===== src/rtl/sram_stream_reader.sv =====
// Streaming read master for the 8K x 32 SRAM macro: turns a (base, length) command
// into sequential reads and emits the returned words through a show-ahead FIFO.
module sram_stream_reader #(
    parameter int ADDR_W     = 13,
    parameter int DATA_W     = 32,
    parameter int FIFO_DEPTH = 4
) (
    input  logic              clk,
    input  logic              rst,
    input  logic              cmd_valid,
    output logic              cmd_ready,
    input  logic [ADDR_W-1:0] cmd_base,
    input  logic [ADDR_W:0]   cmd_len,
    output logic              sram_csbn,
    output logic [ADDR_W-1:0] sram_raddr,
    input  logic [DATA_W-1:0] sram_rdata,
    output logic              m_valid,
    input  logic              m_ready,
    output logic [DATA_W-1:0] m_data,
    output logic              m_last,
    output logic              busy,
    output logic              done
);

    // state | meaning
    // IDLE  | waiting for a command, cmd_ready high
    // RUN   | issuing reads while the FIFO has room
    // DRAIN | all reads issued, waiting for the last word to leave
    localparam logic [1:0] ST_IDLE  = 2'd0;
    localparam logic [1:0] ST_RUN   = 2'd1;
    localparam logic [1:0] ST_DRAIN = 2'd2;

    localparam int PTR_W = (FIFO_DEPTH > 1) ? $clog2(FIFO_DEPTH) : 1;
    localparam int CNT_W = PTR_W + 1;
    localparam logic [CNT_W-1:0]  DEPTH_C = CNT_W'(FIFO_DEPTH);
    localparam logic [CNT_W-1:0]  CNT_ONE = CNT_W'(1);
    localparam logic [PTR_W-1:0]  PTR_ONE = PTR_W'(1);
    localparam logic [ADDR_W-1:0] ADDR_ONE = ADDR_W'(1);
    localparam logic [ADDR_W:0]   LEN_ONE = (ADDR_W + 1)'(1);

    logic [1:0]        state;
    logic [ADDR_W-1:0] addr;
    logic [ADDR_W:0]   remaining;
    logic [ADDR_W-1:0] raddr_q;
    logic              inflight;
    logic              inflight_last;

    logic [DATA_W:0]   fifo_mem [FIFO_DEPTH];
    logic [PTR_W-1:0]  wr_ptr;
    logic [PTR_W-1:0]  rd_ptr;
    logic [CNT_W-1:0]  fifo_count;
    logic [CNT_W-1:0]  occupancy;
    logic [DATA_W:0]   head;

    logic accept;
    logic issue;
    logic issue_last;
    logic push;
    logic pop;
    logic fifo_empty;

    assign cmd_ready  = (state == ST_IDLE);
    assign accept     = cmd_valid && cmd_ready;
    assign busy       = (state != ST_IDLE);

    // A read issued last cycle already owns a FIFO slot even though its data has not landed.
    assign occupancy  = fifo_count + CNT_W'(inflight);
    assign issue      = (state == ST_RUN) && (occupancy < DEPTH_C);
    assign issue_last = issue && (remaining == LEN_ONE);

    assign sram_csbn  = !issue;
    assign sram_raddr = issue ? addr : raddr_q;

    assign push       = inflight;
    assign fifo_empty = (fifo_count == '0);
    assign head       = fifo_mem[rd_ptr];
    assign m_valid    = !fifo_empty;
    assign m_data     = m_valid ? head[DATA_W-1:0] : '0;
    assign m_last     = m_valid && head[DATA_W];
    assign pop        = m_valid && m_ready;

    always_ff @(posedge clk) begin
        if (rst) begin
            state         <= ST_IDLE;
            addr          <= '0;
            remaining     <= '0;
            raddr_q       <= '0;
            inflight      <= 1'b0;
            inflight_last <= 1'b0;
            done          <= 1'b0;
        end else begin
            done          <= 1'b0;
            inflight      <= issue;
            inflight_last <= issue_last;
            if (issue) begin
                raddr_q   <= addr;
                addr      <= addr + ADDR_ONE;
                remaining <= remaining - LEN_ONE;
            end
            case (state)
                ST_IDLE: begin
                    if (accept) begin
                        addr      <= cmd_base;
                        remaining <= cmd_len;
                        if (cmd_len == '0) begin
                            done <= 1'b1;
                        end else begin
                            state <= ST_RUN;
                        end
                    end
                end
                ST_RUN: begin
                    if (issue_last) begin
                        state <= ST_DRAIN;
                    end
                end
                ST_DRAIN: begin
                    if (pop && m_last) begin
                        state <= ST_IDLE;
                        done  <= 1'b1;
                    end
                end
                default: begin
                    state <= ST_IDLE;
                end
            endcase
        end
    end

    // Storage is not reset; m_data is masked while the FIFO is empty instead.
    always_ff @(posedge clk) begin
        if (push) begin
            fifo_mem[wr_ptr] <= {inflight_last, sram_rdata};
        end
    end

    always_ff @(posedge clk) begin
        if (rst) begin
            wr_ptr     <= '0;
            rd_ptr     <= '0;
            fifo_count <= '0;
        end else begin
            if (push) begin
                wr_ptr <= wr_ptr + PTR_ONE;
            end
            if (pop) begin
                rd_ptr <= rd_ptr + PTR_ONE;
            end
            case ({push, pop})
                2'b10:   fifo_count <= fifo_count + CNT_ONE;
                2'b01:   fifo_count <= fifo_count - CNT_ONE;
                default: fifo_count <= fifo_count;
            endcase
        end
    end

endmodule


===== config.mk =====
export PLATFORM = sky130hd
export DESIGN_NAME = sram_stream_reader
export DESIGN_NICKNAME = d
export VERILOG_FILES = /design/src/rtl/sram_stream_reader.sv
export SDC_FILE = /design/constraint.sdc
export NUM_CORES = 1
export LEC_CHECK = 0
export BUFFER_PORTS_ARGS = -buffer_cell sky130_fd_sc_hd__buf_2
export CAP_MARGIN = 20
export CORE_MARGIN = 5
export CORE_UTILIZATION = 50
export CTS_BUF_LIST = sky130_fd_sc_hd__clkbuf_4 sky130_fd_sc_hd__clkbuf_8
export DETAILED_ROUTE_END_ITERATION = 10
export GPL_ROUTABILITY_DRIVEN = 0
export HOLD_SLACK_MARGIN = 0.15
export PLACE_DENSITY = 0.68
export SETUP_SLACK_MARGIN = 0.5
export SLEW_MARGIN = 25
export SYNTH_ARGS = -nofsm -noshare
export SYNTH_HDL_FRONTEND = slang
export SYNTH_SLANG_ARGS = --single-unit

===== constraint.sdc =====
create_clock -name clk -period 3.3 [get_ports clk]
set_clock_uncertainty 0.05 [all_clocks]
set_input_delay 0.66 -clock clk [delete_from_list [all_inputs] [get_ports clk]]
set_output_delay 0.66 -clock clk [all_outputs]
set_load 0.005 [all_outputs]

==> results.py, run 1 <==
metrics = {
    "worst_setup_path": {
        "start_kind": "flip-flop",
        "worst-r2r-cell-count": 8,
        "crit_arrival_ns": 1.98,
        "timing.setup.critical_path_class": "reg -> out",
        "critPathCaptureType": "output port",
        "crit_path_max_fanout": 10,
        "cp.required_ns": 2.59,
    },
    "synthesis": {
        "netlist_instances": 509,
        "synth.cells.most_frequent": "edfxtp_1, and2_1, dfxtp_1",
        "synth-async-reset-ratio": 0,
        "yosysWarningCount": 0,
        "cell_type_with_the_largest_total_area_after_synthesis": "edfxtp_1",
        "yosysSeqAreaShare": 0.655,
        "syn_area_per_cell_um2": 15.1,
        "synth_nets": 581,
        "synthMostInstantiatedCell": "edfxtp_1",
        "yosys_register_bits": 186,
        "synth_edf_count": 132,
        "synth_cell_types": 52,
        "synth_top_cells_by_area": "edfxtp_1, dfxtp_1, mux4_2",
        "yosys.area.top_type_share": 0.515,
        "synth_top_flop_cell": "edfxtp_1",
        "mappedNetlistArea_um2": 7700,
    },
    "placement": {
        "numPlacedInstances": 792,
        "place.detailed.hpwl_um": 9720,
        "port-buffer-count": 113,
        "postPlaceCellArea_um2": 8440,
    },
    "power": {
        "totalPowerFinal_mw": 5.32,
        "power_per_cell_area_nw_per_um2": 598,
        "cellLeakagePower_nw": 3.16,
        "worst_ir_drop_vdd_mv": 0.276,
    },
    "routing": {
        "routed_vias_inst": 5.51,
        "post_drt_wl_per_cell_um": 18.2,
        "ant_nets": 0,
        "first_pass_iters": 4,
        "routed_wl_um": 15100,
        "routed-via-count": 4564,
        "detailedRoute.firstIterationViolations": 301,
        "drc": 0,
    },
    "grt": {
        "pin_count_of_the_biggest_net_entering_global_routing": 40,
        "first_pass_grt_wire_length_um": 24900,
        "grt_pass1_vias": 4849,
        "grtUsageTotal": 0.177,
        "antenna_violations_before_repair": 2,
        "grt_overflow": 0,
    },
    "timing": {
        "setup-violations-final": 0,
        "fmaxAchievable_ghz": 0.371,
        "finalMaxSlewViolations": 0,
        "timing_hold_violations_final": 0,
        "layout_worst_path_cycle_share": 0.816,
        "rsz0062_at_grt": "true",
        "setup-tns-final_ns": 0,
        "tightest_slew_ns": 0.946,
        "final.min_clock_period_ns": 2.69,
        "maxSlewHeadroom": 0.370,
        "hold_ws_ns": 0.376,
    },
    "clock_network": {
        "cts.reportedPaths.clkPinSlew_ns": 0.09,
        "cts_buffer_depth": 2,
        "number_of_cts_inserted_buffers": 17,
        "clock-root-buffer": "clkbuf_8",
        "tritoncts_num_sinks": 186,
        "tritoncts": "yes",
        "clock_insertion_delay_worst_skew_ns": 0.44,
        "h_tree_depth": 4,
        "cts.hold.buffers_added": 0,
    },
    "final_layout": {
        "syn2layout_area_growth_pct": 15.4,
        "final_cell_area_um2": 8890,
        "num-nets-final": 700,
        "fillerInstances": 1182,
        "fin_cells": 829,
        "fraction_of_layout_instances_using_a_drive_strength_above_1": 0.345,
    },
    "run": {
        "max-cap-violations": 0,
    },
    "die": {
        "core_um2": 15100,
        "rows": 45,
        "design.die.area_um2": 18000,
        "die_h_um": 134,
        "effective_utilization_at_floorplan": 0.508,
        "die_span_in_x_um": 134,
        "num_io_pins": 114,
    },
    "outcome": {
        "run_status": "finished, final reports clean",
    },
    "worst_hold_path": {
        "min_path_type": "in -> reg",
        "hold-path-cell-count": 1,
    },
}
-- power breakdown --
part / leakage, nW / internal (mW) / total, mW / switching, mW
clock network: 0.170 / 0.679 / 1.44 / 0.759
logic: 1.35 / 0.598 / 1.19 / 0.591
registers: 1.64 / 2.60 / 2.69 / 0.0900
-- worst max-delay path, stage by stage, from the launching register on --
cell and delay (ns):
dfxtp_4 0.38, and2b_1 0.29, o21a_1 0.18, buf_4 0.20, mux2_2 0.36, buf_2 0.13
-- kinds of logic (layout without fill, tap and decap cells) --
group	count (synthesis)	in the layout	share of synthesized area
buffers and inverters	42	173	0.0244
other	0	1	0
AO/OA/AOI/OAI	62	62	0.0632
XOR/XNOR	12	12	0.0136
flip-flops	186	186	0.655
adder cells (fa/ha/maj)	9	9	0.0156
multiplexers	48	48	0.118
AND/OR/NAND/NOR	150	150	0.110
-- sequential cells by signal, summed over array words and instances, names as in the netlist, named ones only --
register / count
addr: 13
done: 1
fifo_count: 3
fifo_mem: 132
inflight: 1
inflight_last: 1
raddr_q: 13
rd_ptr: 2
remaining: 14
state: 2
wr_ptr: 2
-- area by class of cell --
class                           count  area [um^2]  share of cell area
Multi-Input combinational cell    281         2480               0.279
Clock inverter                     12          128              0.0144
Antenna cell                        1         2.50            0.000282
Clock buffer                       19          249              0.0280
Timing Repair Buffer              127          674              0.0759
Inverter                           15         56.3             0.00634
Tap cell                          188          235              0.0265
Sequential cell                   186         5060               0.570
-- per-layer routing --
layer | vias up | GRT usage | wire [um]
met4 | 2 | 0.0617 | 160
met1 | 2242 | 0.236 | 6670
met2 | 116 | 0.291 | 7440
met5 | - | 0 | 13
met3 | 14 | 0.0349 | 818
li1 | 2190 | - | -
-- worst paths after layout --
check / endpoint / slack [ns] / start
max: sram_raddr[4] / 0.61 / state[1]
min reg2reg: fifo_mem[2][32] / 0.43 / inflight_last
max reg2reg: fifo_count[2] / 1.12 / fifo_count[0]
min: fifo_mem[3][13] / 0.38 / sram_rdata[13]
-- what timing repair did --
action | 4_1_cts | 5_1_grt
gates cloned | 0 | 0
pin swaps | 1 | 1
setup buffers | 1 | 4
gates resized for setup | 11 | 2
setup endpoints to repair | 39 | 14
-- metrics by stage --
step	utilization	setup slack, ns
2_1_floorplan	-	1.03
3_3_place_gp	0.558	0.803
5_1_grt	0.587	0.495
4_1_cts	0.584	0.528
6_report	0.587	0.608
3_5_place_dp	0.558	0.735
-- placed cells by master (no fill, tap or decap), drive strengths merged, types with 2 or more instances in the layout --
cell      netlist  layout
o211ai          4       4
mux4           33      33
o41ai           2       2
nand2           5       5
nand3           6       6
a21oi           3       3
nor2           42      42
mux2           13      13
or3            14      14
dfxtp          54      54
and2           54      54
or4             6       6
xor2            7       7
nor3b           2       2
buf             9     127
ha              8       8
a211oi          8       8
clkinvlp        0       7
o31ai           6       6
bufinv          0       2
clkbuf         18      19
o21ai          14      14
nand4           3       3
o41a            2       2
mux2i           2       2
xnor2           5       5
clkinv          0       3
edfxtp        132     132
nor4            6       6
inv            15      15
and4            2       2
a311oi         17      17
(Power assumes the default switching activity.)
==> run 2: changes to the inputs <==
Settings changed: ABC_AREA set to 1, PLACE_DENSITY 0.68 to 0.71.
Clock period 3.3 ns to 2.2 ns, I/O delays scaled along.
==> run 2 against run 1 <==
Highest routed layer is now met4. Non-clock buffer count rose by 98. Critical endpoint is now sram_raddr[0]. Sequential share of layout area fell by 13 points. Via count rose by 54%. Worst hold slack got worse by 0.21 ns. Clock power rose by 41%. The flow now finishes with violations (setup timing). Worst setup slack got worse by 0.68 ns. Cell count rose by 60%. Register-to-register slack got worse by 0.91 ns. Die area rose by 8.0%.
==> results.py, run 2 <==
metrics = {
    "die": {
        "core_um2": 16500,
        "effective_utilization_at_floorplan": 0.506,
        "rows": 47,
        "design.die.area_um2": 19400,
        "die_h_um": 139,
        "die_span_in_x_um": 139,
        "num_io_pins": 114,
    },
    "clock_network": {
        "tritoncts_num_sinks": 186,
        "cts_buffer_depth": 2,
        "clock-root-buffer": "clkbuf_8",
        "tritoncts": "yes",
        "cts.reportedPaths.clkPinSlew_ns": 0.09,
        "h_tree_depth": 4,
        "clock_insertion_delay_worst_skew_ns": 0.47,
        "number_of_cts_inserted_buffers": 17,
    },
    "synthesis": {
        "synth_edf_count": 132,
        "yosys_register_bits": 186,
        "yosysSeqAreaShare": 0.603,
        "syn_area_per_cell_um2": 9.36,
        "synthMostInstantiatedCell": "nor2_1",
        "yosysWarningCount": 0,
        "mappedNetlistArea_um2": 8370,
        "synth.cells.most_frequent": "nor2_1, edfxtp_1, nand2_1",
        "synth-async-reset-ratio": 0,
        "synth_cell_types": 37,
        "yosys.area.top_type_share": 0.474,
        "cell_type_with_the_largest_total_area_after_synthesis": "edfxtp_1",
        "synth_top_cells_by_area": "edfxtp_1, dfxtp_1, nor2_1",
        "netlist_instances": 894,
        "synth_nets": 966,
        "synth_top_flop_cell": "edfxtp_1",
    },
    "outcome": {
        "run_status": "complete, but fails checks",
        "violations": "setup timing",
    },
    "final_layout": {
        "num-nets-final": 1168,
        "top_register_by_number_of_flip_flops": "fifo_mem",
        "final_common_cell": "nor2_1",
        "largest_register_ffs": 132,
        "syn2layout_area_growth_pct": 36.6,
        "multi_input_area_um2": 3170,
        "fraction_of_layout_instances_using_a_drive_strength_above_1": 0.346,
        "n_antenna_cell": 0,
        "final_util": 0.692,
        "final_cell_area_um2": 11400,
        "mostFrequentLayoutCells": "nor2_1, edfxtp_1, buf_2",
        "fillerInstances": 1138,
        "top_regs": "fifo_mem x132, remaining x14",
        "sequential_cell_area_um2": 5070,
    },
    "power": {
        "cellLeakagePower_nw": 4.72,
        "sequentialPowerShare": 0.365,
        "power_frac_comb": 0.456,
        "worst_ir_drop_vdd_mv": 0.637,
        "intPower_mw": 7.38,
        "power.share.switching": 0.350,
        "power.switching_mw": 3.98,
        "clock_share_of_power": 0.179,
        "power_per_cell_area_nw_per_um2": 994,
        "totalPowerFinal_mw": 11.4,
    },
    "worst_hold_path": {
        "hold-path-cell-count": 3,
        "min_path_type": "in -> reg",
        "hold_crit_endpoint": "addr[0]",
        "worst_hold_start": "cmd_base[0]",
    },
    "placement": {
        "place.detailed.hpwl_um": 11700,
        "port-buffer-count": 113,
        "postPlaceCellArea_um2": 9210,
    },
    "grt": {
        "groute.layer.met3.usage": 0.0473,
        "grt_overflow": 0,
        "grt_util_met2": 0.369,
        "first_pass_grt_wire_length_um": 33100,
        "antenna_violations_before_repair": 0,
        "global_route.usage.met1": 0.273,
        "globalRoute.busiestLayer": "met2",
        "pin_count_of_the_biggest_net_entering_global_routing": 31,
        "grt_pass1_vias": 6526,
        "grtUsageTotal": 0.215,
    },
    "timing": {
        "maxSlewHeadroom": 0.672,
        "rsz0062_at_grt": "true",
        "timing.final.ws_setup_ns": -0.0719,
        "timing_hold_violations_final": 0,
        "tightest_slew_ns": 0.488,
        "fmaxAchievable_ghz": 0.440,
        "setup-tns-final_ns": -0.730,
        "final.min_clock_period_ns": 2.27,
        "finalMaxSlewViolations": 0,
        "setup-violations-final": 19,
        "hold_ws_ns": 0.166,
        "layout_worst_path_cycle_share": 1.03,
    },
    "worst_setup_path": {
        "cp.required_ns": 1.71,
        "worst-r2r-cell-count": 14,
        "timing.setup.critical_path_class": "reg -> out",
        "worstReg2RegStart": "fifo_count[2]",
        "start_kind": "flip-flop",
        "reg2reg_slack_ns": 0.21,
        "crit_arrival_ns": 1.78,
        "crit_path_max_fanout": 6,
        "rr_endpoint": "fifo_count[2]",
        "critPathCaptureType": "output port",
    },
    "routing": {
        "post_drt_wl_per_cell_um": 16.7,
        "routed_vias_inst": 5.30,
        "ant_nets": 0,
        "routed_wl_um": 22200,
        "detailedRoute.firstIterationViolations": 511,
        "drc": 0,
        "routed-via-count": 7040,
        "first_pass_iters": 5,
    },
    "run": {
        "max-cap-violations": 0,
    },
}
run 2: cell count changes in the layout (fill, tap and decap cells not counted), sizes merged, moves of 17 or more:
| cell | change |
|---|---|
| nor2 | +131 |
| nand2 | +124 |
| inv | +92 |
| o21ai | +78 |
| buf | +59 |
| a21oi | +56 |
| and2 | -54 |
| nand3 | +42 |
| mux4 | -33 |
| dlygate4sd3 | +32 |
| a311oi | -17 |
run 2: layer usage:
layer | vias up | part of all wire
li1 | 3404 | -
met3 | 42 | 0.071
met1 | 3314 | 0.39
met5 | - | 0
met4 | 0 | 0.020
met2 | 280 | 0.51
run 2: power groups by stage:
| stage | Clock [mW] | Sequential [mW] | Combinational [mW] |
|---|---|---|---|
| CTS | 2.05 | 4.12 | 4.52 |
| global route | 2.23 | 4.17 | 5.54 |
| global placement | 0 | 4.16 | 2.73 |
| floorplan | 0 | 4.13 | 1.71 |
| detailed placement | 0 | 4.17 | 2.76 |
| finish | 2.03 | 4.15 | 5.18 |
run 2: area by class of cell:
| cell class | count | area share |
|---|---|---|
| Sequential cell | 186 | 0.444 |
| Multi-Input combinational cell | 566 | 0.277 |
| Inverter | 99 | 0.0362 |
| Tap cell | 220 | 0.0241 |
| Clock inverter | 15 | 0.00974 |
| Timing Repair inverter | 1 | 0.000766 |
| Timing Repair Buffer | 225 | 0.188 |
| Clock buffer | 17 | 0.0205 |
run 2: worst max path at each step:
stage	from	to	slack, ns	cells past startpoint
floorplan	fifo_count[0]	fifo_count[1]	0.44	8
global placement	inflight	sram_raddr[11]	0.33	7
detailed placement	m_ready	fifo_count[2]	0.26	10
CTS	fifo_count[1]	sram_raddr[2]	-0.03	7
global route	state[0]	sram_raddr[0]	-0.18	7
finish	fifo_count[1]	sram_raddr[0]	-0.07	7
run 2: repair_timing:
action	in CTS	in global routing
buffers inserted	25	11
hold buffers	32	0
endpoints found under the hold margin	127	0
setup endpoints to repair	68	84
cloned	14	7
resized for setup	116	152
pin swaps	21	54
run 2: cells by family after synthesis:
family / Yosys count / share of synthesized area
and+or+nand+nor: 381 / 0.191
adders and majority gates: 9 / 0.0144
DFF: 186 / 0.603
AOI/OAI and AO/OA: 171 / 0.114
xor gates and xnor gates: 5 / 0.00523
buffers and inverters: 142 / 0.0727
run 2: worst max-delay path, stage by stage (launching register included):
cell	delay, ns
dfxtp_4	0.40
nand3_2	0.09
nand2_2	0.11
nand3_4	0.18
buf_12	0.18
buf_16	0.13
a21oi_2	0.11
buf_2	0.12
run 2: per-stage QoR:
step | worst slack, ns | std cells
after CTS | -0.0274 | 1311
after global routing | -0.178 | 1329
after floorplan | 0.437 | 894
final | -0.0719 | 1329
after detailed placement | 0.258 | 1208
after global placement | 0.331 | 1208
